--- src/rtl/mesh_ni_pkg.sv ---
// Shared types and head-flit layout for the mesh network-interface blocks.
package mesh_ni_pkg;

   // Flit type encoding on the router link; shared with router_mesh.
   typedef enum logic [1:0] {
      FlitBody = 2'b00,
      FlitHead = 2'b01,
      FlitTail = 2'b10
   } flit_type_t;

   // Injection-side packetizer states.
   typedef enum logic [1:0] {
      StIdle = 2'd0,
      StHead = 2'd1,
      StBody = 2'd2
   } ni_state_t;

   // Head flit fields, counted in slots of one coordinate pair (X_W+Y_W bits):
   // slot 0 = {dst_x,dst_y}, slot 1 = {src_x,src_y}, slot 2 = payload length.
   localparam int unsigned HeadDstSlot = 0;
   localparam int unsigned HeadSrcSlot = 1;
   localparam int unsigned HeadLenSlot = 2;

   // Bit offset of a head-flit slot for a given coordinate-pair width.
   function automatic int unsigned head_lsb(input int unsigned slot, input int unsigned coord_w);
      return slot * coord_w;
   endfunction

endpackage

--- src/rtl/mesh_ni_credit_ctr.sv ---
// Saturating up/down credit counter; flags a return that would exceed the
// configured maximum. Starts full after reset.
module mesh_ni_credit_ctr #(
   parameter int unsigned CREDITS = 4,
   parameter int unsigned CntW    = $clog2(CREDITS + 1)
) (
   input  logic            clk_i,
   input  logic            rst_i,
   input  logic            inc_i,
   input  logic            dec_i,
   output logic [CntW-1:0] count_o,
   output logic            ovf_o
);

   localparam logic [CntW-1:0] MaxCnt = CntW'(CREDITS);

   logic [CntW-1:0] count_q, count_d;

   // Next count: a simultaneous return and consume cancel out.
   always_comb begin
      count_d = count_q;
      ovf_o   = 1'b0;
      if (inc_i && !dec_i) begin
         if (count_q == MaxCnt) begin
            ovf_o = 1'b1;
         end else begin
            count_d = count_q + 1'b1;
         end
      end else if (dec_i && !inc_i && (count_q != '0)) begin
         count_d = count_q - 1'b1;
      end
   end

   // Count register, restored to full on reset.
   always_ff @(posedge clk_i or posedge rst_i) begin
      if (rst_i) begin
         count_q <= MaxCnt;
      end else begin
         count_q <= count_d;
      end
   end

   assign count_o = count_q;

endmodule

--- src/rtl/mesh_ni_packetizer.sv ---
// Injection NI: turns a tile transfer request plus payload words into
// HEAD/BODY/TAIL flits on a credit-flow-controlled valid/ready link.
module mesh_ni_packetizer
   import mesh_ni_pkg::*;
#(
   parameter int unsigned WIDTH   = 32,
   parameter int unsigned X_W     = 2,
   parameter int unsigned Y_W     = 2,
   parameter int unsigned MAX_LEN = 8,
   parameter int unsigned CREDITS = 4,
   parameter int unsigned SRC_X   = 0,
   parameter int unsigned SRC_Y   = 0
) (
   input  logic                         clk,
   input  logic                         reset,
   input  logic                         req_valid,
   output logic                         req_ready,
   input  logic [X_W-1:0]               req_dst_x,
   input  logic [Y_W-1:0]               req_dst_y,
   input  logic [$clog2(MAX_LEN+1)-1:0] req_len,
   input  logic                         dat_valid,
   output logic                         dat_ready,
   input  logic [WIDTH-1:0]             dat_data,
   output logic                         flit_valid,
   input  logic                         flit_ready,
   output logic [1:0]                   flit_type,
   output logic [WIDTH-1:0]             flit_data,
   input  logic                         credit_return,
   output logic                         busy,
   output logic                         err
);

   localparam int unsigned LenW   = $clog2(MAX_LEN + 1);
   localparam int unsigned CoordW = X_W + Y_W;
   localparam int unsigned CntW   = $clog2(CREDITS + 1);
   localparam int unsigned DstLsb = head_lsb(HeadDstSlot, CoordW);
   localparam int unsigned SrcLsb = head_lsb(HeadSrcSlot, CoordW);
   localparam int unsigned LenLsb = head_lsb(HeadLenSlot, CoordW);

   localparam logic [LenW-1:0] MaxLen = LenW'(MAX_LEN);
   localparam logic [X_W-1:0]  SrcX   = X_W'(SRC_X);
   localparam logic [Y_W-1:0]  SrcY   = Y_W'(SRC_Y);

   ni_state_t         state_q, state_d;
   logic [X_W-1:0]    dst_x_q, dst_x_d;
   logic [Y_W-1:0]    dst_y_q, dst_y_d;
   logic [LenW-1:0]   len_q, len_d;
   logic [LenW-1:0]   rem_q, rem_d;
   logic              flit_valid_q, flit_valid_d;
   flit_type_t        flit_type_q, flit_type_d;
   logic [WIDTH-1:0]  flit_data_q, flit_data_d;
   logic              err_q, err_d;

   logic [CntW-1:0]   credit_cnt;
   logic              credit_ovf;
   logic              load_ok;
   logic              load;
   logic              len_legal;
   logic [X_W-1:0]    hd_x;
   logic [Y_W-1:0]    hd_y;
   logic [LenW-1:0]   hd_len;
   logic [WIDTH-1:0]  head_word;

   mesh_ni_credit_ctr #(
      .CREDITS (CREDITS),
      .CntW    (CntW)
   ) u_credit_ctr (
      .clk_i   (clk),
      .rst_i   (reset),
      .inc_i   (credit_return),
      .dec_i   (load),
      .count_o (credit_cnt),
      .ovf_o   (credit_ovf)
   );

   // Output register can take a new flit when it is free or draining, and a credit exists.
   assign load_ok   = (!flit_valid_q || flit_ready) && (credit_cnt != '0);
   assign len_legal = (req_len != '0) && (req_len <= MaxLen);

   // Head flit fields; in IDLE the head is built straight from the request.
   always_comb begin
      hd_x   = dst_x_q;
      hd_y   = dst_y_q;
      hd_len = len_q;
      if (state_q == StIdle) begin
         hd_x   = req_dst_x;
         hd_y   = req_dst_y;
         hd_len = req_len;
      end
      head_word                      = '0;
      head_word[DstLsb +: CoordW]    = {hd_x, hd_y};
      head_word[SrcLsb +: CoordW]    = {SrcX, SrcY};
      head_word[LenLsb +: LenW]      = hd_len;
   end

   // FSM next state, handshakes and output-register loading.
   always_comb begin
      state_d      = state_q;
      dst_x_d      = dst_x_q;
      dst_y_d      = dst_y_q;
      len_d        = len_q;
      rem_d        = rem_q;
      flit_valid_d = flit_valid_q && !flit_ready;
      flit_type_d  = flit_type_q;
      flit_data_d  = flit_data_q;
      err_d        = credit_ovf;
      load         = 1'b0;
      req_ready    = 1'b0;
      dat_ready    = 1'b0;

      unique case (state_q)
         StIdle: begin
            req_ready = !reset;
            if (req_valid && !reset) begin
               if (len_legal) begin
                  dst_x_d = req_dst_x;
                  dst_y_d = req_dst_y;
                  len_d   = req_len;
                  rem_d   = req_len;
                  // Load the head in the handshake cycle so it is valid one cycle later.
                  if (load_ok) begin
                     load         = 1'b1;
                     flit_valid_d = 1'b1;
                     flit_type_d  = FlitHead;
                     flit_data_d  = head_word;
                     state_d      = StBody;
                  end else begin
                     state_d = StHead;
                  end
               end else begin
                  err_d = 1'b1;
               end
            end
         end
         StHead: begin
            if (load_ok) begin
               load         = 1'b1;
               flit_valid_d = 1'b1;
               flit_type_d  = FlitHead;
               flit_data_d  = head_word;
               state_d      = StBody;
            end
         end
         StBody: begin
            dat_ready = load_ok;
            if (dat_valid && load_ok) begin
               load         = 1'b1;
               flit_valid_d = 1'b1;
               flit_data_d  = dat_data;
               flit_type_d  = (rem_q == LenW'(1)) ? FlitTail : FlitBody;
               rem_d        = rem_q - 1'b1;
               if (rem_q == LenW'(1)) begin
                  state_d = StIdle;
               end
            end
         end
         default: state_d = StIdle;
      endcase
   end

   // State and output registers; reset abandons any partial packet.
   always_ff @(posedge clk or posedge reset) begin
      if (reset) begin
         state_q      <= StIdle;
         dst_x_q      <= '0;
         dst_y_q      <= '0;
         len_q        <= '0;
         rem_q        <= '0;
         flit_valid_q <= 1'b0;
         flit_type_q  <= FlitBody;
         flit_data_q  <= '0;
         err_q        <= 1'b0;
      end else begin
         state_q      <= state_d;
         dst_x_q      <= dst_x_d;
         dst_y_q      <= dst_y_d;
         len_q        <= len_d;
         rem_q        <= rem_d;
         flit_valid_q <= flit_valid_d;
         flit_type_q  <= flit_type_d;
         flit_data_q  <= flit_data_d;
         err_q        <= err_d;
      end
   end

   assign flit_valid = flit_valid_q;
   assign flit_type  = flit_type_q;
   assign flit_data  = flit_data_q;
   assign err        = err_q;
   assign busy       = (state_q != StIdle) || flit_valid_q;

endmodule

--- config.mk ---
export PLATFORM = sky130hd
export DESIGN_NAME = mesh_ni_packetizer
export DESIGN_NICKNAME = d
export VERILOG_FILES = /design/src/rtl/mesh_ni_pkg.sv /design/src/rtl/mesh_ni_credit_ctr.sv /design/src/rtl/mesh_ni_packetizer.sv
export SDC_FILE = /design/constraint.sdc
export NUM_CORES = 1
export LEC_CHECK = 0
export CORE_MARGIN = 2
export CORE_UTILIZATION = 30
export CTS_CLUSTER_DIAMETER = 120
export DETAILED_ROUTE_END_ITERATION = 12
export GPL_TIMING_DRIVEN = 0
export HOLD_SLACK_MARGIN = 0.03
export PLACE_DENSITY_LB_ADDON = 0.2
export SLEW_MARGIN = 20
export SYNTH_ARGS = -nofsm -noshare
export SYNTH_HDL_FRONTEND = slang
export SYNTH_SLANG_ARGS = --single-unit
--- constraint.sdc ---
create_clock -name clk -period 2.5 [get_ports clk]
set_input_delay 0.5 -clock clk [delete_from_list [all_inputs] [get_ports clk]]
set_output_delay 0.5 -clock clk [all_outputs]
set_load 0.05 [all_outputs]
Word-level counts from Yosys, hierarchy flattened

Index checks and enable logic that the tools add are counted.

Bitwise gates (word level): 0
Mux-type cells: 45
Shift operators: 0
Add/sub/neg operators: 3
Reduce and logical (&&, ||, !) cells: 27
Eq/ne operators: 10
Multipliers: 0
$lt $le $gt $ge: 1
Div/mod/pow operators: 0

Operators with widths:

| operator              | number |
|---|---|
| $mux W32              | 4 |
| $pmux W32 S3          | 1 |
| $mux W2               | 13 |
| $mux W4               | 4 |
| $mux W1               | 15 |
| $pmux W2 S3           | 2 |
| $ne A2 B2 Y1 const B  | 5 |
| $mux W3               | 3 |
| $logic_and A1 B1 Y1   | 8 |
| $pmux W4 S2           | 1 |
| $reduce_and A4 Y1     | 2 |
| $pmux W1 S3           | 2 |
| $reduce_bool A2 Y1    | 3 |
| $reduce_bool A3 Y1    | 2 |
| $logic_not A1 Y1      | 5 |
| $reduce_and A5 Y1     | 1 |
| $eq A4 B1 Y1 const B  | 1 |
| $le A4 B4 Y1 const B  | 1 |
| $reduce_bool A4 Y1    | 1 |
| $sub A4 B1 Y4 const B | 1 |
| $add A3 B1 Y3 const B | 1 |
| $eq A3 B3 Y1 const B  | 1 |
| $reduce_and A3 Y1     | 1 |
| $sub A3 B1 Y3 const B | 1 |
| 6 further kinds       | 7 |

Memories: 0
Register bits: 53
ROM bits: 0
RAM bits: 0
Input port bits: 46
Logic and storage cells: 96
Latch bits: 0
Output and inout bits: 39

Logic depth before layout (Yosys ltp)

Word-level depth: 13
Gate-level depth with buffers: 9

Hierarchy

From an unflattened synthesis, not the netlist that was laid out.

Cell total of the unflattened synthesis: 212
Area total of the unflattened synthesis: 2506.2 um^2

Modules (own cells, without submodules):

| module             | seq. area each (um^2) | times used | area each (um^2) | cells an instance |
|---|---|---|---|---|
| mesh_ni_packetizer | 1251.2                | 1          | 2272.2           | 187 |
| mesh_ni_credit_ctr | 76.3                  | 1          | 234.0            | 25 |

Worst setup path after synthesis

Ideal clock, no wire load.

Path type: input to register
Start point: input port req_len[3]
End point: register u_credit_ctr.count_q[2], in the netlist u_credit_ctr.count_o[2]
Arrival: 2.476 ns
Required time: 2.417 ns
Library setup time: 0.083 ns
Stages: 9
Path buffers: 2
Setup slack: -0.059 ns
Cells stage by stage: clkbuf_1 -> nor4_1 -> nor3_2 -> o21ai_2 -> buf_4 -> nand2_1 -> fa_1 -> or4b_1 -> o311a_1

Cells in the longest elaborated chain, start to end: 9
Elaborated cells between the ends (all ways): 14
Classes of those cells: order compare (1); eq/ne (1); mux (4); reduce/logical (8)

RTL lines:

| item                                                                | RTL line                                           | text |
|---|---|---|
| start, declared                                                     | mesh_ni_packetizer.sv:20                           | `input logic [$clog2(MAX_LEN+1)-1:0] req_len,` |
| $le A4 B4 Y1 / $reduce_bool A4 Y1 (equally long branches)           | mesh_ni_packetizer.sv:78                           | `assign len_legal = (req_len != '0) && (req_len <= MaxLen);` |
| $logic_and A1 B1 Y1 (*)                                             | mesh_ni_packetizer.sv:78                           |  |
| $mux W1 (*)                                                         | mesh_ni_packetizer.sv:115                          | `if (len_legal) begin` |
| $mux W1 (*)                                                         | mesh_ni_packetizer.sv:114                          | `if (req_valid && !reset) begin` |
| $pmux W1 S3 (*)                                                     | mesh_ni_packetizer.sv:111                          | `unique case (state_q)` |
| $logic_not A1 Y1 / $logic_and A1 B1 Y1 (equally long branches)      | mesh_ni_credit_ctr.sv:23, mesh_ni_credit_ctr.sv:29 |  |
| $logic_and A1 B1 Y1 (on tied branches)                              | mesh_ni_credit_ctr.sv:23, mesh_ni_credit_ctr.sv:29 |  |
| $ne A2 B2 Y1 (no line) / $reduce_bool A2 Y1 (equally long branches) | n/a                                                |  |
| $reduce_and A2 Y1 (no line)                                         | n/a                                                |  |
| end signal, assigned                                                | mesh_ni_credit_ctr.sv:37                           | `count_q <= MaxCnt;` |
| end signal, assigned                                                | mesh_ni_credit_ctr.sv:39                           | `count_q <= count_d;` |
| end, declared                                                       | mesh_ni_credit_ctr.sv:17                           | `logic [CntW-1:0] count_q, count_d;` |

Every way passes the cells marked *; elsewhere a longest branch is shown, timed or not.
A chain may end at the register's enable or synchronous reset.

Worst setup path after layout

Start point: input port req_len[1]
End point: register u_credit_ctr.count_q[2], in the netlist u_credit_ctr.count_o[2]

The elaborated chain is that of the path after synthesis.

==> impl_metrics.toml <==
[timing]
fin_ws_ns = 0.06708
tightest_slew_ns = 0.8171
period_needed_ns = 2.433
skew_ns = 0.004659
setup_viol = 0
slew_headroom_pct = 45.23
timing.final.crit_share_pct = 97.32
finalMaxSlewViolations = 0
finalHoldViolations = 0
max_freq_mhz = 411.0
hold_ws_ns = 0.4861

[yosys]
syn_area_per_cell_um2 = 10.71
synth_seq_area_share_pct = 53.18
ys_async_sr_fraction_pct = 100.0
ys_types = 45
yosysTopAreaCellShare_pct = 52.13
synth_edf_count = 0
synth_nets = 282
synth_common_cells = "52 x dfrtp_1, 24 x a22o_1, 19 x o21ai_0"
yosys_warnings = 0
synth_area_leaders = "dfrtp_1 52%, a22o_1 8.4%, mux2i_1 4.0%"
synthCells = 233
yosysTopAreaCell = "dfrtp_1"
synth.most_common_cell = "dfrtp_1"
synth_flop_cell = "dfrtp_1"
synth_area_um2 = 2496
ys_seq_elements = 53

[drt]
viasPerCell = 4.914
vias = 2113
drcViolationCount = 0
firstDrtPassIters = 4
wl_mm = 6.467
drt_first_iter_violations = 121
wl_per_cell_um = 15.04
ant_nets = 0

[setup_path]
cp-end-kind = "register"
r2r_start = "u_credit_ctr.count_o[2]$_DFFE_PP1P_"
r2r-end = "u_credit_ctr.count_o[2]$_DFFE_PP1P_"
critPathTopFamily = "simple AND/OR/NAND/NOR gates"
cp.required_ns = 2.74
r2r_slack_ns = 0.07
path_cells = "dlygate4sd2_1 > nor4_4 > nor3_2 > o21ai_4 > buf_6 > nand2_2 > fa_2 > or4b_1 > o311a_1"
path_buf_inv = 2
critPathKind = "primary input to register"
crit_path_start_kind = "primary input"
slowest_stage = "or4b_1"
critPathArrivalTime_ns = 2.67
path_max_fanout = 8
reg2reg_depth = 9
cpPeakStageDelay_ns = 0.51

[global_route]
grtUsageTotal_pct = 14.61
met2_usage_pct = 23.77
grt_max_degree = 55
antenna_found_initial = 0
grt_pass1_vias = 2060
grt_pass1_wl_mm = 10.28
gr-usage-met1_pct = 19.87
grt_overflow = 0
grt-busiest-layer = "met2"
use_met3_pct = 2.451

[clock_tree]
clk_pin_slew_ns = 0.10
max-clock-path-buffers = 2
cts_tree = "built"
cts-buffers-inserted = 5
cts_hold_buf = 0
insertion_delay_ns = 0.30
cts_max_level = 2
cts.sink_count = 53
cts-root-buf = "clkbuf_8"

[power_and_ir_drop]
power.density_nw_per_um2 = 1359
max-vdd-ir-drop_uv = 514.5
power.leakage_nw = 1.562

[layout]
design_area_um2 = 3587
fin_nets = 373
antennaDiodeCount = 0
syn_to_final_growth_pct = 43.71
drive_gt1_share_pct = 13.54
fin_cells = 430

[hold_path]
holdCritStartpoint = "flit_data[9]$_DFFE_PP0P_"
min_path_cells = 2
hold_end = "flit_data[9]$_DFFE_PP0P_"
hold_class = "register to register"

[die]
die_w_um = 95.22
io_pins = 85
row_count = 33
die_h_um = 95.22
coreArea_um2 = 8134
initial_core_util_pct = 30.69
die_area_um2 = 9066

[placement]
pre_cts_slack_ns = -0.7708
dp_hpwl_mm = 4.527
gp_congestion = 0.8201
dp_cells = 420
port-buffer-count = 82
dpl_cell_area_um2 = 3458

[flow_run]
cap_viol_max_count = 0

[status]
status = "finished, final reports clean"
## power by group
group	internal [mW]	leakage [nW]	switching, mW	total (mW)
Clock	0.199	0.0385	0.283	0.482
Combinational	1.11	0.867	1.80	2.91
Sequential	1.25	0.657	0.226	1.48
## state kept, by name (all words and copies together), names as in the netlist
| name | cells |
|---|---|
| dst_x_q | 2 |
| dst_y_q | 2 |
| err | 1 |
| flit_data | 32 |
| flit_type | 2 |
| flit_valid | 1 |
| len_q | 4 |
| rem_q | 4 |
| state_q | 2 |
| u_credit_ctr.count_o | 3 |
## per-stage QoR
| stage | setup TNS, ns | power [mW] | util (%) |
|---|---|---|---|
| 3_5_place_dp | -5.358 | 4.385 | 42.52 |
| 5_1_grt | -0.003334 | 5.176 | 44.10 |
| 6_report | 0 | 4.875 | 44.10 |
| 2_1_floorplan | 0 | 3.447 | - |
| 3_3_place_gp | -33.50 | 4.349 | 42.49 |
| 4_1_cts | -0.07881 | 4.882 | 43.58 |
## cell type report
cell class	count	area (µm²)
flip-flops and latches	53	1329
clock inverters	1	7.507
inverters	8	32.53
well taps	105	131.4
clock buffers	7	76.32
plain buffers	16	87.58
fillers	788	4547
repair buffers	85	834.6
multi-input cells	155	1089
## timing repair
action                     in CTS  in global routing
pin swaps                       2                  2
buffers inserted                0                  3
setup endpoints to repair       5                  3
resized for setup              13                 11
## layer usage
layer  up-vias  wire (µm)
met1      1031       3021
met5         -          0
met4         0         82
met3         5        251
li1       1025          -
met2        52       3111
## how the worst max path moves through the flow
| stage | startpoint | endpoint | slack, ns | cells past startpoint |
|---|---|---|---|---|
| after floorplan | u_credit_ctr.count_o[2]$_DFFE_PP1P_ | u_credit_ctr.count_o[2]$_DFFE_PP1P_ | 0.03 | 9 |
| after global placement | reset | err$_DFF_PP0_ | -0.98 | 6 |
| after CTS | u_credit_ctr.count_o[2]$_DFFE_PP1P_ | u_credit_ctr.count_o[2]$_DFFE_PP1P_ | -0.08 | 9 |
| after global routing | u_credit_ctr.count_o[2]$_DFFE_PP1P_ | u_credit_ctr.count_o[2]$_DFFE_PP1P_ | -0.003 | 9 |
| final | req_len[1] | u_credit_ctr.count_o[2]$_DFFE_PP1P_ | 0.07 | 9 |
| after detailed placement | req_len[0] | u_credit_ctr.count_o[2]$_DFFE_PP1P_ | -0.77 | 9 |
## cells by family (layout without fill, tap and decap cells)
logic type	count (synthesis)	after routing	share of synthesized area, %
AOI/OAI and AO/OA	69	69	19.20
and+or+nand+nor	64	64	13.33
DFF	53	53	53.18
buffers and inverters	25	117	4.612
muxes	17	17	7.168
adders and majority gates	3	3	1.804
xor gates and xnor gates	2	2	0.7019
## cells in the final DEF, fill, tap and decap left out, types with 2 or more instances in the layout
cell             Yosys  layout
mux2_2               7       7
clkdlybuf4s50_1      0      75
ha_1                 2       2
o21ai_0             19      18
or3_1                3       2
inv_1                8       7
a21oi_1             13      13
dlygate4sd2_1        0       4
and3_1               2       2
clkbuf_1             5       4
xor2_1               2       2
o31a_1               2       2
clkbuf_2             0       3
nand2_1             17      16
nor3_1               6       6
nor3b_1              2       2
nand2b_1             3       3
nor2_1              14      14
buf_4                1       3
dfrtp_1             52      51
nand4_1              2       2
a2bb2oi_1            2       2
mux2i_1             10      10
nor3_2               2       2
buf_1                2       2
buf_2                8       8
a22o_1              24      24
buf_6                1       2
nand3_1              4       4
clkbuf_8             0       5
## tightest hold or removal path, cell delays in order (launching register included)
cell	delay (ns)
dfrtp_1	0.35
nand2_1	0.04
o21ai_0	0.06
(Power assumes the default switching activity.)
